===== src/rtl/wishbone_rr_interconnect_if.sv =====
`default_nettype none
// ---------------------------------------------------------------------------
// wishbone_rr_interconnect_if : master- and slave-side bus bundle
// Rev 1.0
// ---------------------------------------------------------------------------
interface wishbone_rr_interconnect_if #(
  parameter int N_MASTER = 2,
  parameter int N_SLAVE  = 2,
  parameter int DATA_W   = 32,
  parameter int ADDR_W   = 32,
  parameter int TAGSIZE  = 2
);
  logic [N_MASTER*DATA_W-1:0]     m_dat_i;
  logic [N_MASTER*ADDR_W-1:0]     m_adr_i;
  logic [N_MASTER*(DATA_W/8)-1:0] m_sel_i;
  logic [N_MASTER*TAGSIZE-1:0]    m_tgd_i;
  logic [N_MASTER*TAGSIZE-1:0]    m_tga_i;
  logic [N_MASTER*TAGSIZE-1:0]    m_tgc_i;
  logic [N_MASTER-1:0]            m_cyc_i;
  logic [N_MASTER-1:0]            m_stb_i;
  logic [N_MASTER-1:0]            m_we_i;
  logic [N_MASTER-1:0]            m_lock_i;
  logic [DATA_W-1:0]              m_dat_o;
  logic [TAGSIZE-1:0]             m_tgd_o;
  logic [N_MASTER-1:0]            m_ack_o;
  logic [N_MASTER-1:0]            m_err_o;
  logic [N_MASTER-1:0]            m_rty_o;
  logic [N_MASTER-1:0]            m_gnt_o;

  logic [DATA_W-1:0]              s_dat_o;
  logic [ADDR_W-1:0]              s_adr_o;
  logic [DATA_W/8-1:0]            s_sel_o;
  logic [TAGSIZE-1:0]             s_tgd_o;
  logic [TAGSIZE-1:0]             s_tga_o;
  logic [TAGSIZE-1:0]             s_tgc_o;
  logic                           s_we_o;
  logic [N_SLAVE-1:0]             s_cyc_o;
  logic [N_SLAVE-1:0]             s_stb_o;
  logic [N_SLAVE*DATA_W-1:0]      s_dat_i;
  logic [N_SLAVE*TAGSIZE-1:0]     s_tgd_i;
  logic [N_SLAVE-1:0]             s_ack_i;
  logic [N_SLAVE-1:0]             s_err_i;
  logic [N_SLAVE-1:0]             s_rty_i;

  modport ic (
    input  m_dat_i, m_adr_i, m_sel_i, m_tgd_i, m_tga_i, m_tgc_i,
    input  m_cyc_i, m_stb_i, m_we_i, m_lock_i,
    output m_dat_o, m_tgd_o, m_ack_o, m_err_o, m_rty_o, m_gnt_o,
    output s_dat_o, s_adr_o, s_sel_o, s_tgd_o, s_tga_o, s_tgc_o, s_we_o,
    output s_cyc_o, s_stb_o,
    input  s_dat_i, s_tgd_i, s_ack_i, s_err_i, s_rty_i
  );

  modport master (
    output m_dat_i, m_adr_i, m_sel_i, m_tgd_i, m_tga_i, m_tgc_i,
    output m_cyc_i, m_stb_i, m_we_i, m_lock_i,
    input  m_dat_o, m_tgd_o, m_ack_o, m_err_o, m_rty_o, m_gnt_o
  );

  modport slave (
    input  s_dat_o, s_adr_o, s_sel_o, s_tgd_o, s_tga_o, s_tgc_o, s_we_o,
    input  s_cyc_o, s_stb_o,
    output s_dat_i, s_tgd_i, s_ack_i, s_err_i, s_rty_i
  );
endinterface
`default_nettype wire


===== src/rtl/wishbone_rr_interconnect.sv =====
`default_nettype none
// ---------------------------------------------------------------------------
// wishbone_rr_interconnect : shared-bus Wishbone, round-robin arbitration,
// bus lock and decode-miss error. Optional watchdog: WB_IC_TIMEOUT_EN.
// Rev 1.0
// ---------------------------------------------------------------------------
module wishbone_rr_interconnect #(
  parameter int N_MASTER       = 2,
  parameter int N_SLAVE        = 2,
  parameter int DATA_W         = 32,
  parameter int ADDR_W         = 32,
  parameter int TAGSIZE        = 2,
  parameter int TIMEOUT_CYCLES = 255
) (
  input  wire logic                      clk_i,
  input  wire logic                      rst_i,
  input  wire logic [N_SLAVE*ADDR_W-1:0] SSTART_ADDR,
  input  wire logic [N_SLAVE*ADDR_W-1:0] SEND_ADDR,
  wishbone_rr_interconnect_if.ic         bus
);
  localparam int OW   = (N_MASTER > 1) ? $clog2(N_MASTER) : 1;
  localparam int SW   = (N_SLAVE > 1) ? $clog2(N_SLAVE) : 1;
  localparam int SELW = DATA_W / 8;

  typedef enum logic [1:0] {
    S_IDLE   = 2'd0,
    S_ACTIVE = 2'd1,
    S_DECERR = 2'd2
  } state_t;

  state_t          r_state;
  state_t          w_state_nxt;
  logic [OW-1:0]   r_owner;
  logic [OW-1:0]   r_rr_last;
  logic [OW-1:0]   w_pick;
  logic            w_any_req;

  logic [ADDR_W-1:0]  w_adr;
  logic [DATA_W-1:0]  w_dat;
  logic [SELW-1:0]    w_sel;
  logic [TAGSIZE-1:0] w_tgd;
  logic [TAGSIZE-1:0] w_tga;
  logic [TAGSIZE-1:0] w_tgc;
  logic               w_cyc;
  logic               w_stb;
  logic               w_we;
  logic               w_lock;

  logic               w_hit;
  logic [SW-1:0]      w_hit_idx;
  logic               w_s_ack;
  logic               w_s_err;
  logic               w_s_rty;
  logic               w_timeout;

  always_comb begin
    w_adr  = bus.m_adr_i[int'(r_owner)*ADDR_W +: ADDR_W];
    w_dat  = bus.m_dat_i[int'(r_owner)*DATA_W +: DATA_W];
    w_sel  = bus.m_sel_i[int'(r_owner)*SELW +: SELW];
    w_tgd  = bus.m_tgd_i[int'(r_owner)*TAGSIZE +: TAGSIZE];
    w_tga  = bus.m_tga_i[int'(r_owner)*TAGSIZE +: TAGSIZE];
    w_tgc  = bus.m_tgc_i[int'(r_owner)*TAGSIZE +: TAGSIZE];
    w_cyc  = bus.m_cyc_i[r_owner];
    w_stb  = bus.m_stb_i[r_owner];
    w_we   = bus.m_we_i[r_owner];
    w_lock = bus.m_lock_i[r_owner];
  end

  // Scan downward so the lowest matching slave index is the one left standing.
  always_comb begin
    w_hit     = 1'b0;
    w_hit_idx = '0;
    for (int i = N_SLAVE - 1; i >= 0; i--) begin
      if ((w_adr >= SSTART_ADDR[i*ADDR_W +: ADDR_W]) &&
          (w_adr <= SEND_ADDR[i*ADDR_W +: ADDR_W])) begin
        w_hit     = 1'b1;
        w_hit_idx = SW'(i);
      end
    end
  end

  assign w_s_ack = w_hit & bus.s_ack_i[w_hit_idx];
  assign w_s_err = w_hit & bus.s_err_i[w_hit_idx];
  assign w_s_rty = w_hit & bus.s_rty_i[w_hit_idx];

  // Round-robin: the smallest offset after rr_last with cyc set wins.
  always_comb begin
    w_pick    = '0;
    w_any_req = |bus.m_cyc_i;
    for (int k = N_MASTER; k >= 1; k--) begin
      if (bus.m_cyc_i[(int'(r_rr_last) + k) % N_MASTER]) begin
        w_pick = OW'((int'(r_rr_last) + k) % N_MASTER);
      end
    end
  end

`ifdef WB_IC_TIMEOUT_EN
  localparam int TW = $clog2(TIMEOUT_CYCLES + 1);
  logic [TW-1:0] r_to_cnt;
  logic          w_stalled;

  assign w_stalled = (r_state == S_ACTIVE) && w_stb && w_hit &&
                     !(w_s_ack || w_s_err || w_s_rty);
  assign w_timeout = w_stalled && (r_to_cnt == TW'(TIMEOUT_CYCLES));

  always_ff @(posedge clk_i or posedge rst_i) begin
    if (rst_i) begin
      r_to_cnt <= '0;
    end else if (!w_stalled || w_timeout) begin
      r_to_cnt <= '0;
    end else begin
      r_to_cnt <= r_to_cnt + 1'b1;
    end
  end
`else
  logic w_unused_timeout;
  assign w_timeout        = 1'b0;
  assign w_unused_timeout = (TIMEOUT_CYCLES != 0);
`endif

  always_ff @(posedge clk_i or posedge rst_i) begin
    if (rst_i) begin
      r_state   <= S_IDLE;
      r_owner   <= '0;
      r_rr_last <= OW'(N_MASTER - 1);
    end else begin
      r_state <= w_state_nxt;
      if ((r_state == S_IDLE) && w_any_req) begin
        r_owner   <= w_pick;
        r_rr_last <= w_pick;
      end
    end
  end

  always_comb begin
    w_state_nxt = r_state;
    bus.m_gnt_o = '0;
    bus.m_ack_o = '0;
    bus.m_err_o = '0;
    bus.m_rty_o = '0;
    bus.m_dat_o = '0;
    bus.m_tgd_o = '0;
    bus.s_dat_o = '0;
    bus.s_adr_o = '0;
    bus.s_sel_o = '0;
    bus.s_tgd_o = '0;
    bus.s_tga_o = '0;
    bus.s_tgc_o = '0;
    bus.s_we_o  = 1'b0;
    bus.s_cyc_o = '0;
    bus.s_stb_o = '0;
    case (r_state)
      S_IDLE: begin
        if (w_any_req) w_state_nxt = S_ACTIVE;
      end
      S_ACTIVE: begin
        bus.m_gnt_o[r_owner] = 1'b1;
        bus.s_dat_o = w_dat;
        bus.s_sel_o = w_sel;
        bus.s_tgd_o = w_tgd;
        bus.s_tga_o = w_tga;
        bus.s_tgc_o = w_tgc;
        bus.s_we_o  = w_we;
        if (w_hit) begin
          bus.s_adr_o = w_adr - SSTART_ADDR[int'(w_hit_idx)*ADDR_W +: ADDR_W];
          bus.s_cyc_o[w_hit_idx] = w_cyc;
          bus.s_stb_o[w_hit_idx] = w_stb & ~w_timeout;
          bus.m_ack_o[r_owner]   = w_s_ack;
          bus.m_err_o[r_owner]   = w_s_err;
          bus.m_rty_o[r_owner]   = w_s_rty;
          bus.m_dat_o = bus.s_dat_i[int'(w_hit_idx)*DATA_W +: DATA_W];
          bus.m_tgd_o = bus.s_tgd_i[int'(w_hit_idx)*TAGSIZE +: TAGSIZE];
        end
        // Lock keeps ownership through cyc gaps; release only when both are low.
        if (!w_cyc && !w_lock) begin
          w_state_nxt = S_IDLE;
        end else if (w_stb && (!w_hit || w_timeout)) begin
          w_state_nxt = S_DECERR;
        end
      end
      S_DECERR: begin
        bus.m_gnt_o[r_owner] = 1'b1;
        bus.m_err_o[r_owner] = 1'b1;
        w_state_nxt = S_ACTIVE;
      end
      default: w_state_nxt = S_IDLE;
    endcase
  end
endmodule
`default_nettype wire


===== src/flat_wrapper.sv =====
// flat-port wrapper written by rule: the top's interface ports become plain ports
module wishbone_rr_interconnect_flat 
#(
  parameter int N_MASTER       = 2,
  parameter int N_SLAVE        = 2,
  parameter int DATA_W         = 32,
  parameter int ADDR_W         = 32,
  parameter int TAGSIZE        = 2,
  parameter int TIMEOUT_CYCLES = 255
)
  (clk_i, rst_i, SSTART_ADDR, SEND_ADDR, bus_m_dat_i, bus_m_adr_i, bus_m_sel_i, bus_m_tgd_i, bus_m_tga_i, bus_m_tgc_i, bus_m_cyc_i, bus_m_stb_i, bus_m_we_i, bus_m_lock_i, bus_m_dat_o, bus_m_tgd_o, bus_m_ack_o, bus_m_err_o, bus_m_rty_o, bus_m_gnt_o, bus_s_dat_o, bus_s_adr_o, bus_s_sel_o, bus_s_tgd_o, bus_s_tga_o, bus_s_tgc_o, bus_s_we_o, bus_s_cyc_o, bus_s_stb_o, bus_s_dat_i, bus_s_tgd_i, bus_s_ack_i, bus_s_err_i, bus_s_rty_i);
  wishbone_rr_interconnect_if #(.N_MASTER(N_MASTER), .N_SLAVE(N_SLAVE), .DATA_W(DATA_W), .ADDR_W(ADDR_W), .TAGSIZE(TAGSIZE)) bus_i ();
  input  wire logic clk_i;
  input  wire logic rst_i;
  input  wire logic [N_SLAVE*ADDR_W-1:0] SSTART_ADDR;
  input  wire logic [N_SLAVE*ADDR_W-1:0] SEND_ADDR;
  input wire logic [$bits(bus_i.m_dat_i)-1:0] bus_m_dat_i;
  input wire logic [$bits(bus_i.m_adr_i)-1:0] bus_m_adr_i;
  input wire logic [$bits(bus_i.m_sel_i)-1:0] bus_m_sel_i;
  input wire logic [$bits(bus_i.m_tgd_i)-1:0] bus_m_tgd_i;
  input wire logic [$bits(bus_i.m_tga_i)-1:0] bus_m_tga_i;
  input wire logic [$bits(bus_i.m_tgc_i)-1:0] bus_m_tgc_i;
  input wire logic [$bits(bus_i.m_cyc_i)-1:0] bus_m_cyc_i;
  input wire logic [$bits(bus_i.m_stb_i)-1:0] bus_m_stb_i;
  input wire logic [$bits(bus_i.m_we_i)-1:0] bus_m_we_i;
  input wire logic [$bits(bus_i.m_lock_i)-1:0] bus_m_lock_i;
  output wire logic [$bits(bus_i.m_dat_o)-1:0] bus_m_dat_o;
  output wire logic [$bits(bus_i.m_tgd_o)-1:0] bus_m_tgd_o;
  output wire logic [$bits(bus_i.m_ack_o)-1:0] bus_m_ack_o;
  output wire logic [$bits(bus_i.m_err_o)-1:0] bus_m_err_o;
  output wire logic [$bits(bus_i.m_rty_o)-1:0] bus_m_rty_o;
  output wire logic [$bits(bus_i.m_gnt_o)-1:0] bus_m_gnt_o;
  output wire logic [$bits(bus_i.s_dat_o)-1:0] bus_s_dat_o;
  output wire logic [$bits(bus_i.s_adr_o)-1:0] bus_s_adr_o;
  output wire logic [$bits(bus_i.s_sel_o)-1:0] bus_s_sel_o;
  output wire logic [$bits(bus_i.s_tgd_o)-1:0] bus_s_tgd_o;
  output wire logic [$bits(bus_i.s_tga_o)-1:0] bus_s_tga_o;
  output wire logic [$bits(bus_i.s_tgc_o)-1:0] bus_s_tgc_o;
  output wire logic [$bits(bus_i.s_we_o)-1:0] bus_s_we_o;
  output wire logic [$bits(bus_i.s_cyc_o)-1:0] bus_s_cyc_o;
  output wire logic [$bits(bus_i.s_stb_o)-1:0] bus_s_stb_o;
  input wire logic [$bits(bus_i.s_dat_i)-1:0] bus_s_dat_i;
  input wire logic [$bits(bus_i.s_tgd_i)-1:0] bus_s_tgd_i;
  input wire logic [$bits(bus_i.s_ack_i)-1:0] bus_s_ack_i;
  input wire logic [$bits(bus_i.s_err_i)-1:0] bus_s_err_i;
  input wire logic [$bits(bus_i.s_rty_i)-1:0] bus_s_rty_i;
  assign bus_i.m_dat_i = bus_m_dat_i;
  assign bus_i.m_adr_i = bus_m_adr_i;
  assign bus_i.m_sel_i = bus_m_sel_i;
  assign bus_i.m_tgd_i = bus_m_tgd_i;
  assign bus_i.m_tga_i = bus_m_tga_i;
  assign bus_i.m_tgc_i = bus_m_tgc_i;
  assign bus_i.m_cyc_i = bus_m_cyc_i;
  assign bus_i.m_stb_i = bus_m_stb_i;
  assign bus_i.m_we_i = bus_m_we_i;
  assign bus_i.m_lock_i = bus_m_lock_i;
  assign bus_m_dat_o = bus_i.m_dat_o;
  assign bus_m_tgd_o = bus_i.m_tgd_o;
  assign bus_m_ack_o = bus_i.m_ack_o;
  assign bus_m_err_o = bus_i.m_err_o;
  assign bus_m_rty_o = bus_i.m_rty_o;
  assign bus_m_gnt_o = bus_i.m_gnt_o;
  assign bus_s_dat_o = bus_i.s_dat_o;
  assign bus_s_adr_o = bus_i.s_adr_o;
  assign bus_s_sel_o = bus_i.s_sel_o;
  assign bus_s_tgd_o = bus_i.s_tgd_o;
  assign bus_s_tga_o = bus_i.s_tga_o;
  assign bus_s_tgc_o = bus_i.s_tgc_o;
  assign bus_s_we_o = bus_i.s_we_o;
  assign bus_s_cyc_o = bus_i.s_cyc_o;
  assign bus_s_stb_o = bus_i.s_stb_o;
  assign bus_i.s_dat_i = bus_s_dat_i;
  assign bus_i.s_tgd_i = bus_s_tgd_i;
  assign bus_i.s_ack_i = bus_s_ack_i;
  assign bus_i.s_err_i = bus_s_err_i;
  assign bus_i.s_rty_i = bus_s_rty_i;
  wishbone_rr_interconnect #(.N_MASTER(N_MASTER), .N_SLAVE(N_SLAVE), .DATA_W(DATA_W), .ADDR_W(ADDR_W), .TAGSIZE(TAGSIZE), .TIMEOUT_CYCLES(TIMEOUT_CYCLES)) u_core (.clk_i(clk_i), .rst_i(rst_i), .SSTART_ADDR(SSTART_ADDR), .SEND_ADDR(SEND_ADDR), .bus(bus_i));
endmodule

===== config.mk =====
export PLATFORM = sky130hd
export DESIGN_NAME = wishbone_rr_interconnect_flat
export DESIGN_NICKNAME = d
export VERILOG_FILES = /design/src/rtl/wishbone_rr_interconnect_if.sv /design/src/rtl/wishbone_rr_interconnect.sv /design/src/flat_wrapper.sv
export SDC_FILE = /design/constraint.sdc
export NUM_CORES = 1
export LEC_CHECK = 0
export CORE_AREA = 2 2 187 189
export CTS_CLUSTER_DIAMETER = 150
export DETAILED_ROUTE_END_ITERATION = 16
export DIE_AREA = 0 0 189 191
export PLACE_DENSITY = 0.57
export SYNTH_ARGS = -nofsm -noshare
export SYNTH_HDL_FRONTEND = slang
export SYNTH_SLANG_ARGS = --single-unit

===== constraint.sdc =====
create_clock -name clk_i -period 11.95 [get_ports clk_i]
set_clock_uncertainty 0.15 [all_clocks]
set_input_delay 2.39 -clock clk_i [delete_from_list [all_inputs] [get_ports clk_i]]
set_output_delay 2.39 -clock clk_i [all_outputs]
set_load 0.02 [all_outputs]

==> metrics.sh, run 1 <==
PWR_DENSITY_CELL_nW_PER_UM2=182.8
DETAIL-ROUTE-ANTENNA-NETS=0
DESIGN_AREA_UM2=12680
CRITICAL_PATH_CLASS='in2out'
SYNTH_LARGEST_AREA_CELL='ha_1'
YOSYS_WARNINGS=0
TOTAL_NEGATIVE_SETUP_SLACKS_PS=0
FIRST_GLOBAL_VIAS=8650
YOSYS-TOP-CELLS-AREA='ha_1, mux2i_1, a21oi_1'
CLOCK_TREE.BUFFER_DEPTH=2
AREA_GROWTH_PCT=75.31
SETUP-VIOLATIONS-FINAL=0
SLEW_VIOL_FINAL=0
GRT-OVFL-TOTAL=0
SYNTH.AVG_CELL_AREA_UM2=7.054
VIA_PER_INST=4.587
VIAS=8908
POSTSYNTHCELLCOUNT=1025
FLOORPLAN.INITIALDENSITY=0.2119
CTS-HOLD-FIX-BUFFERS=0
DP_CELLS=1938
POST_LAYOUT_NONFILLER_INSTANCES=1942
GRT_MAX_DEGREE=58
OUTCOME='finished clean'
WORST_SLEW_PIN_SLEW_PS=968.1
SYNTH_NETS=1550
ANTENNA_VIOLATIONS_BEFORE_REPAIR=1
CTS-BUFFERS-INSERTED=3
GP_CONGESTION=0.8770
ROW_COUNT=68
REMAINING_DRCS=0
TOP_LEVEL_PORTS=481
WORST_SLEW_MARGIN_REL=0.3546
CLOCK_PIN_SLEW_OF_THE_REGISTERS_ON_THE_WORST_CASE_SETUP_AND_HOLD_PATHS_PS=30
NUMBER_OF_FLOPS_MAPPED_TO_ENABLE_CELLS_BY_YOSYS=0
CP-START-KIND='input port'
HOLD-WORST-SLACK_PS=380.8
N_ANTENNA_CELL=0
WORSTSKEWPAIRLATENCY_PS=230
WORST-PATH-MAX-FANOUT=7
HORIZONTAL_DIE_DIMENSION_UM=189
FIRST_PASS_GRT_WIRE_LENGTH_MM=52.85
PEAKVDDDROP_uV=92.48
LAYOUT_MIN_CYCLE_TIME_PS=11250
GRT_UTIL_ALL_LAYERS=0.1933
CELLLEAKAGEPOWER_uW=0.005860
END_KIND='primary output'
FP.COREAREA_UM2=34120
SYNTH_ASYNC_SR_FLOP_SHARE=1.000
TIMING.FINAL.HOLD_VIOLATIONS=0
POST_DP_CELL_AREA_UM2=12600
SYNTH.DISTINCT_CELLS=68
HOLD_PATH.CLASS='reg2reg'
YOSYS_REGISTER_BITS=4
FRACTION_OF_FINAL_LAYOUT_CELLS_SIZED_BEYOND_DRIVE_STRENGTH_1=0.04304
NUMCLOCKSINKS=4
TIMING.CRITICAL_PATH.ARRIVAL_PS=8710
HPWL_MM=33.31
TRITONCTS_CLOCK_TREE='done'
SYN_AREA_UM2=7231
LAYOUT.NETS=2013
SYNTH_TOP_FLOP_CELL='dfrtp_1'
CLOCKROOTBUFFER='clkbuf_16'
DETAIL_ROUTE.WIRELENGTH_MM=37.57
SYNTH.TOP_CELL.AREA_SHARE=0.2838
DIEAREA_UM2=36100
FMAXACHIEVABLE_MHz=88.90
CTSHTREEMAXLEVEL=1
GRT_SETUP_UNREPAIRED='false'
TIMING.FINAL.CRIT_SHARE=0.9413
POST_CTS_RESIZED=0
CTS_POST_SETUP_BUFFERS_INSERTED=0
SYNTH.YOSYS.SEQ_AREA_SHARE=0.01402
NUMBER_OF_INPUT_AND_OUTPUT_PORT_BUFFERS_INSERTED=480
DETAILEDROUTE.FIRSTITERATIONVIOLATIONS=445
DIEHEIGHT_UM=191
FIRST_PASS_ITERS=7
ROUTEDWLPERCELL_UM=19.35
CP.REQUIRED_PS=9410
MAX-CAP-VIOLATIONS=0
-- final cells by class --
class / instances / area, um^2
Timing Repair Buffer: 492 / 4920
Tap cell: 455 / 569.3
Clock buffer: 4 / 78.83
Fill cell: 3506 / 21440
Multi-Input combinational cell: 844 / 6466
Inverter: 143 / 536.8
Sequential cell: 4 / 105.1
-- cell families (layout without fill, tap and decap cells) --
family	count (synthesis)	count (layout)	share of synthesized area
compound gates	242	242	0.2090
xor+xnor	20	20	0.02423
fa+ha+maj	165	165	0.2866
buf+inv	177	639	0.09465
flops	4	4	0.01402
mux	113	113	0.1628
simple gates	304	304	0.2087
-- cells in the mapped netlist (4+ instances only) --
master,n
nand2b_1,6
xnor2_1,9
nand3_1,16
and3_1,7
a22o_1,6
buf_2,16
clkbuf_1,14
ha_1,164
a21o_1,19
nor2b_1,51
a31oi_1,5
mux2i_1,76
o21bai_1,6
inv_1,143
nand2_1,50
nor3b_1,5
buf_1,4
a211oi_1,9
nor2_1,108
nor3_1,10
or4_1,4
mux2_2,34
xor2_1,11
o21ai_0,26
a21oi_1,115
o21a_1,11
o211ai_1,7
nand4_1,28
-- report_power, final --
group	leakage [uW]	switching, uW	internal, uW
combinational	0.00578	1210	987
clock	0.0000382	9.87	44.1
sequential	0.0000460	46.6	22.2
total	0.00586	1260	1050
-- registers in the layout (all words and copies together), names as in the netlist --
register and cells:
u_core.r_rr_last 1, u_core.r_state 2, u_core.r_owner 1
-- per-layer routing --
metal	GRT usage	share of wire	vias to the layer above
met3	0.05067	0.073	16
met2	0.3218	0.46	309
li1	-	-	4564
met4	0.01863	0.0083	2
met5	0	0.00035	-
met1	0.2580	0.46	4017
-- through the flow --
stage,setup slack (ps),power (uW),utilization
2_1_floorplan,2048,1415,-
3_3_place_gp,785.0,2258,0.3692
3_5_place_dp,645.2,2270,0.3692
4_1_cts,643.3,2337,0.3715
5_1_grt,187.2,2522,0.3715
6_report,701.7,2317,0.3715
-- critical path, cell delays in order --
cell and delay (ps):
clkdlybuf4s50_1 450, mux2_2 370, ha_1 320, nand4_1 110, or4_1 640, nor3_1 220
o31ai_1 140, a211oi_2 490, o21ai_4 190, mux2_1 270, ha_1 140, inv_1 40
fa_1 390, a21o_1 190, a21oi_1 220, o21ai_1 160, a21oi_1 440, o211ai_1 260
a21o_1 230, a31oi_1 200, xor2_1 210, nor2_1 70, clkdlybuf4s50_1 560
-- worst paths after layout --
| path | startpoint | end | depth (start not counted) | slack (ps) |
|---|---|---|---|---|
| max | bus_m_adr_i[62] | bus_s_adr_o[24] | 23 | 700 |
| min | u_core.r_rr_last | u_core.r_rr_last | 2 | 380 |
| max reg2reg | u_core.r_owner | u_core.r_state[1] | 11 | 7310 |
| min reg2reg | u_core.r_rr_last | u_core.r_rr_last | 2 | 380 |
| max in group asynchronous | rst_i | u_core.r_rr_last | 2 | 9200 |
| min in group asynchronous | rst_i | u_core.r_owner | 2 | 2220 |
-- cell usage in the layout, fill, tap and decap left out, drive strengths merged, types with 11 or more instances in the layout --
master / n
a21o: 19
a21oi: 116
buf: 17
clkdlybuf4s50: 475
ha: 164
inv: 143
mux2: 37
mux2i: 76
nand2: 50
nand3: 16
nand4: 28
nor2: 108
nor2b: 51
o21a: 11
o21ai: 30
xor2: 11
Power figures use the tool's default switching activity.
==> run 2: changes to the inputs <==
--- a/config.mk
+++ b/config.mk
@@ -10,6 +10,8 @@
 export DETAILED_ROUTE_END_ITERATION = 16
 export DIE_AREA = 0 0 189 191
 export PLACE_DENSITY = 0.57
+export RECOVER_POWER = 50
+export SKIP_CTS_REPAIR_TIMING = 1
 export SYNTH_ARGS = -nofsm -noshare
 export SYNTH_HDL_FRONTEND = slang
 export SYNTH_SLANG_ARGS = --single-unit
==> metrics.sh, run 2 (synthesized netlist as in run 1, its figures left out) <==
PWR_DENSITY_CELL_nW_PER_UM2=181.8  # -0.53%
CP.REQUIRED_PS=9410  # about the same
FMAXACHIEVABLE_MHz=88.68  # -0.25%
DESIGN_AREA_UM2=12660  # -0.12%
FIRST_GLOBAL_VIAS=8650  # unchanged
CLOCK_PIN_SLEW_OF_THE_REGISTERS_ON_THE_WORST_CASE_SETUP_AND_HOLD_PATHS_PS=30  # about the same
LAYOUT_COMMON_CELLS='clkdlybuf4s50_1, ha_1, inv_1'
POST_DP_CELL_AREA_UM2=12600  # unchanged
FRACTION_OF_FINAL_LAYOUT_CELLS_SIZED_BEYOND_DRIVE_STRENGTH_1=0.04035  # -0.002690
CLOCK_TREE.BUFFER_DEPTH=2  # unchanged
WORSTSKEWPAIRLATENCY_PS=230  # about the same
GRT_MAX_DEGREE=58  # unchanged
LARGEST_REGISTERS='u_core.r_state x2, u_core.r_owner x1, u_core.r_rr_last x1'
LAYOUT_MIN_CYCLE_TIME_PS=11280  # +27.82 ps
CTS-BUFFERS-INSERTED=3  # unchanged
CRITICAL_PATH.SLOWEST_CELL='clkdlybuf4s50_1'
CLOCKROOTBUFFER='clkbuf_16'
HPWL_MM=33.31  # unchanged
CP.BUFFERS_INVERTERS=4  # +1
TOP_LEVEL_PORTS=481  # unchanged
CELLLEAKAGEPOWER_uW=0.005986  # +2.1%
WORST_SLEW_MARGIN_REL=-0.7911  # -1.146
HOLD-WORST-SLACK_PS=383.1  # +2.264 ps
TIMING.CRITICAL_PATH.ARRIVAL_PS=8740  # +30 ps
REMAINING_DRCS=0  # unchanged
CRITICAL_PATH.MAX_STAGE_DELAY_PS=570  # -70 ps
WORST-PATH-MAX-FANOUT=7  # unchanged
TIMING.FINAL.HOLD_VIOLATIONS=0  # unchanged
ROUTEDWLPERCELL_UM=19.34  # about the same
REGISTERS.TOP_BY_FF_COUNT='u_core.r_state'
DIEHEIGHT_UM=191  # unchanged
SLEW_VIOL_FINAL=89  # +89
SETUP-VIOLATIONS-FINAL=0  # unchanged
TRITONCTS_CLOCK_TREE='done'
AREA_GROWTH_PCT=75.10
DIEAREA_UM2=36100  # unchanged
TIMING.CRITICAL_PATH.CELLS='clkdlybuf4s50_1 -> mux2i_1 -> clkbuf_1 -> ha_1 -> nand2b_1 -> a2111oi_0 -> o21bai_1 -> a211oi_1 -> o41a_1 -> o21ai_4 -> mux2_1 -> ha_1 -> inv_1 -> fa_1 -> a21o_1 -> a21oi_1 -> o21ai_1 -> a21oi_1 -> o211ai_1 -> a21o_1 -> a31oi_1 -> xor2_1 -> nor2_1 -> clkdlybuf4s50_1'
CP-START-KIND='input port'
HOLD_PATH.CLASS='reg2reg'
CRIT_FAMILY='compound AO/OA/AOI/OAI gates'
TOTAL_NEGATIVE_SETUP_SLACKS_PS=0  # unchanged
VIAS=8954  # +0.52%
LAYOUT.CORE_UTILIZATION=0.3711  # -0.0004400
DETAILEDROUTE.FIRSTITERATIONVIOLATIONS=465  # +4.5%
VIA_PER_INST=4.611  # +0.52%
OUTCOME='finished, violations left'
FLOORPLAN.INITIALDENSITY=0.2119  # unchanged
FP.COREAREA_UM2=34120  # unchanged
CRITICAL_PATH_CLASS='in2out'
HORIZONTAL_DIE_DIMENSION_UM=189  # unchanged
ROW_COUNT=68  # unchanged
DETAIL_ROUTE.WIRELENGTH_MM=37.56  # about the same
GP_CONGESTION=0.8770  # unchanged
FIRST_PASS_ITERS=7  # unchanged
GRT_UTIL_ALL_LAYERS=0.1933  # unchanged
PEAKVDDDROP_uV=88.85  # -3.9%
LAYOUT.CELLS.MOST_COMMON='clkdlybuf4s50_1'
NUMCLOCKSINKS=4  # unchanged
CTSHTREEMAXLEVEL=1  # unchanged
END_KIND='primary output'
WORST_SLEW_PIN_SLEW_PS=2687  # +1719 ps
LARGEST_REGISTER_FFS=2  # unchanged
FAILED_CHECKS='capacitance limit, slew limit'
TIMING.FINAL.CRIT_SHARE=0.9436  # +0.002328
ANTENNA_VIOLATIONS_BEFORE_REPAIR=2  # +1
MAX-CAP-VIOLATIONS=2  # +2
GRT_SETUP_UNREPAIRED='false'
N_ANTENNA_CELL=0  # unchanged
FIRST_PASS_GRT_WIRE_LENGTH_MM=52.85  # unchanged
GRT-OVFL-TOTAL=0  # unchanged
DETAIL-ROUTE-ANTENNA-NETS=0  # unchanged
NUMBER_OF_INPUT_AND_OUTPUT_PORT_BUFFERS_INSERTED=480  # unchanged
LAYOUT.NETS=2013  # unchanged
-- run 2: cell type report --
type | count | area [um^2]
fill | 3509 | 21460
multi-input combinational | 844 | 6462
timing repair buffer | 492 | 4912
tap | 455 | 569.3
inverter | 143 | 536.8
sequential | 4 | 101.3
clock buffer | 4 | 78.83
-- run 2: worst register-to-register path, stage by stage, from the launching register on --
cell and delay (ps):
dfrtp_1 2150, mux2i_1 360, clkbuf_1 330, ha_1 300, nand2b_1 140, a2111oi_0 420
o21bai_1 200, a211oi_1 560, o41ai_1 220, a21oi_1 340, a21boi_1 140, a21oi_1 200
mux2_1 350
-- run 2: worst paths after layout --
kind | from | endpoint | slack, ps | depth (start not counted)
min | u_core.r_rr_last | u_core.r_rr_last | 380 | 2
max reg2reg | u_core.r_owner | u_core.r_state[1] | 5980 | 12
min in group asynchronous | rst_i | u_core.r_state[1] | 2360 | 2
max in group asynchronous | rst_i | u_core.r_rr_last | 9060 | 2
min reg2reg | u_core.r_rr_last | u_core.r_rr_last | 380 | 2
max | bus_m_adr_i[32] | bus_s_adr_o[24] | 670 | 24
-- run 2: report_power, final --
group          internal (uW)  switching [uW]  total, uW
clock network           44.1            9.84       53.9
logic                    976            1200       2180
registers               20.7            47.1       67.8
total                   1040            1260       2300
-- run 2: per-layer routing --
| metal | vias to the layer above | track usage | routed length (um) |
|---|---|---|---|
| met2 | 309 | 0.3218 | 17220 |
| met4 | 2 | 0.01863 | 326 |
| li1 | 4567 | - | - |
| met1 | 4058 | 0.2580 | 17260 |
| met3 | 18 | 0.05067 | 2750 |
| met5 | - | 0 | 13 |
-- run 2: metrics by stage --
| step | power (uW) | std cells | worst slack, ps |
|---|---|---|---|
| after floorplan | 1415 | 1025 | 2048 |
| after global placement | 2258 | 1938 | 785.0 |
| after detailed placement | 2270 | 1938 | 645.2 |
| after CTS | 2337 | 1942 | 643.3 |
| after global routing | 2507 | 1942 | 177.3 |
| final | 2302 | 1942 | 673.9 |
==> run 3: changes to the inputs <==
--- a/config.mk
+++ b/config.mk
@@ -9,7 +9,7 @@
 export CTS_CLUSTER_DIAMETER = 150
 export DETAILED_ROUTE_END_ITERATION = 16
 export DIE_AREA = 0 0 189 191
-export PLACE_DENSITY = 0.57
+export PLACE_DENSITY = 0.53
 export RECOVER_POWER = 50
 export SKIP_CTS_REPAIR_TIMING = 1
 export SYNTH_ARGS = -nofsm -noshare
==> metrics.sh, run 3 (synthesized netlist as in run 1, its figures left out) <==
OUTCOME='finished, violations left'
FAILED_CHECKS='capacitance limit, slew limit'
FP.COREAREA_UM2=34120  # unchanged
GP_CONGESTION=0.8583  # -2.1%
SLEW_VIOL_FINAL=89  # unchanged
DETAIL_ROUTE.WIRELENGTH_MM=38.67  # +2.9%
CLOCKROOTBUFFER='clkbuf_16'
CRITICAL_PATH_CLASS='in2out'
CELLLEAKAGEPOWER_uW=0.005987  # about the same
TOTAL_SWITCHING_POWER_uW=1266  # +0.41%
HOLD_START='u_core.r_rr_last'
CRITICAL_PATH.MAX_STAGE_DELAY_PS=610  # +40 ps
GRT_UTIL_ALL_LAYERS=0.2015  # +0.008206
FIRST_GLOBAL_VIAS=8708  # +0.67%
PEAKVDDDROP_uV=94.74  # +6.6%
VIAS=8829  # -1.4%
DP_SLACK_PS=366.2  # -279.0 ps
GRT_MAX_DEGREE=56  # -3.4%
CTSHTREEMAXLEVEL=1  # unchanged
SETUP-VIOLATIONS-FINAL=0  # unchanged
GRT_SETUP_UNREPAIRED='false'
PWR_DENSITY_CELL_nW_PER_UM2=182.3  # +0.27%
ROUTEDWLPERCELL_UM=19.90  # +2.9%
DETAILEDROUTE.FIRSTITERATIONVIOLATIONS=345  # -26%
HOLD_PATH.CLASS='reg2reg'
SHARE_COMB_OF_TOTAL_POWER=0.949  # +0.002
DIEAREA_UM2=36100  # unchanged
PWR-SHARE-CLK=0.023  # about the same
WORSTSKEWPAIRLATENCY_PS=230  # about the same
LAYOUT.CELLS.MOST_COMMON='clkdlybuf4s50_1'
VIA_PER_INST=4.544  # -1.4%
FMAXACHIEVABLE_MHz=87.21  # -1.7%
TIMING.CRITICAL_PATH.CELLS='clkdlybuf4s50_1 -> mux2_2 -> ha_1 -> nand4_1 -> or4_1 -> nor3_1 -> o31ai_1 -> a211oi_2 -> o21ai_4 -> mux2_1 -> ha_1 -> inv_1 -> fa_1 -> a21o_1 -> a21oi_1 -> o21ai_1 -> a21oi_1 -> o211ai_1 -> a21o_1 -> a31oi_1 -> xor2_1 -> nor2_1 -> clkdlybuf4s50_1'
REGISTERS.TOP_BY_FF_COUNT='u_core.r_state'
CP-START-KIND='input port'
ROW_COUNT=68  # unchanged
LAYOUT_MIN_CYCLE_TIME_PS=11470  # +190.6 ps
DETAIL-ROUTE-ANTENNA-NETS=0  # unchanged
FLOORPLAN.INITIALDENSITY=0.2119  # unchanged
TIMING.RR.START='u_core.r_owner'
CP.BUFFERS_INVERTERS=3  # -1
FF2FF_SETUP_SLACK_PS=5910  # -70 ps
INTERNAL_POWER_uW=1045  # +0.44%
ANTENNA_VIOLATIONS_BEFORE_REPAIR=5  # +3
LAYOUT_COMMON_CELLS='clkdlybuf4s50_1, ha_1, inv_1'
CP.REQUIRED_PS=9410  # about the same
P_SW_FRAC=0.5478  # about the same
LARGEST_REGISTER_FFS=2  # unchanged
SEQ_POWER_SHARE=0.028  # about the same
END_KIND='primary output'
HORIZONTAL_DIE_DIMENSION_UM=189  # unchanged
STARTPOINT='bus_m_adr_i[61]'
MAX-CAP-VIOLATIONS=2  # unchanged
TIMING.FINAL.CRIT_SHARE=0.9596  # +0.01595
FF2FF_PATH_DEPTH=11  # -1
LARGEST_REGISTERS='u_core.r_state x2, u_core.r_owner x1, u_core.r_rr_last x1'
LAYOUT.NETS=2012  # -0.050%
TOP_LEVEL_PORTS=481  # unchanged
REGTOREGENDPOINT='u_core.r_state[1]'
FRACTION_OF_FINAL_LAYOUT_CELLS_SIZED_BEYOND_DRIVE_STRENGTH_1=0.04105  # +0.0007001
CLOCK_TREE.BUFFER_DEPTH=2  # unchanged
WORST-PATH-STAGES=23  # -4.2%
AREA_GROWTH_PCT=75.38
TIMING.FINAL.WS_SETUP_PS=483.2  # -190.6 ps
FIRST_PASS_ITERS=5  # -2
CLOCK_PIN_SLEW_OF_THE_REGISTERS_ON_THE_WORST_CASE_SETUP_AND_HOLD_PATHS_PS=30  # about the same
TRITONCTS_CLOCK_TREE='done'
REMAINING_DRCS=0  # unchanged
CRITICAL_PATH.SLOWEST_CELL='or4_1'
CRIT_FAMILY='compound AO/OA/AOI/OAI gates'
WORST_SLEW_MARGIN_REL=-0.6620  # +0.1291
HPWL_MM=34.25  # +2.8%
NUMCLOCKSINKS=4  # unchanged
DIEHEIGHT_UM=191  # unchanged
LAYOUT.CORE_UTILIZATION=0.3717  # +0.0005870
TIMING.CRITICAL_PATH.ARRIVAL_PS=8930  # +190 ps
WORST-PATH-MAX-FANOUT=15  # +8
TOTAL_NEGATIVE_SETUP_SLACKS_PS=0  # unchanged
TIMING.FINAL.HOLD_VIOLATIONS=0  # unchanged
WORST_SLEW_PIN_SLEW_PS=2493  # -193.6 ps
GRT-OVFL-TOTAL=0  # unchanged
FIRST_PASS_GRT_WIRE_LENGTH_MM=54.79  # +3.7%
CTS-BUFFERS-INSERTED=3  # unchanged
NUMBER_OF_INPUT_AND_OUTPUT_PORT_BUFFERS_INSERTED=480  # unchanged
WORST_SETUP_EP='bus_s_adr_o[24]'
## run 3: layer usage
layer | vias up | GRT usage | wire [um]
met1 | 3967 | 0.2735 | 18060
met5 | - | 0 | 27
li1 | 4562 | - | -
met2 | 280 | 0.3338 | 17660
met4 | 4 | 0.01653 | 300
met3 | 16 | 0.04920 | 2625
## run 3: layout make-up
type	instances	area (um^2)
repair buffers	491	4921
clock buffers	4	78.83
flip-flops and latches	4	101.3
fillers	3580	21440
well taps	455	569.3
multi-input cells	844	6469
diodes	2	5.005
inverters	143	536.8
## run 3: worst reg2reg max path, delay by kind of cell (launching register included)
| kind | cells | cell delay [ps] |
|---|---|---|
| fa+ha+maj | 1 | 350 |
| simple gates | 3 | 1180 |
| compound gates | 5 | 1330 |
| mux | 2 | 890 |
| flops | 1 | 2010 |
## run 3: how the worst min path moves through the flow
stage / endpoint / slack (ps) / cells after the start
3_3_place_gp: u_core.r_rr_last / 360 / 2
2_1_floorplan: u_core.r_rr_last / 350 / 2
4_1_cts: u_core.r_rr_last / 380 / 2
5_1_grt: u_core.r_rr_last / 400 / 2
6_report: u_core.r_rr_last / 380 / 2
3_5_place_dp: u_core.r_rr_last / 380 / 2
## run 3: power by group through the flow
| stage | Sequential [uW] | Clock [uW] | Combinational, uW |
|---|---|---|---|
| global placement | 67.7 | 0 | 2200 |
| finish | 64.8 | 54.1 | 2190 |
| floorplan | 25.6 | 0 | 1390 |
| global route | 69.6 | 56.8 | 2400 |
| detailed placement | 68.4 | 0 | 2200 |
| CTS | 68.3 | 54.8 | 2220 |
## run 3: per-stage QoR
step | hold slack, ps | area, um^2 | total power (uW) | cells
after floorplan | 354.3 | 7231 | 1415 | 1025
after global placement | 363.0 | 12600 | 2265 | 1937
after detailed placement | 377.1 | 12600 | 2272 | 1937
after CTS | 381.6 | 12680 | 2341 | 1941
after global routing | 396.7 | 12680 | 2529 | 1942
final | 377.8 | 12680 | 2311 | 1943
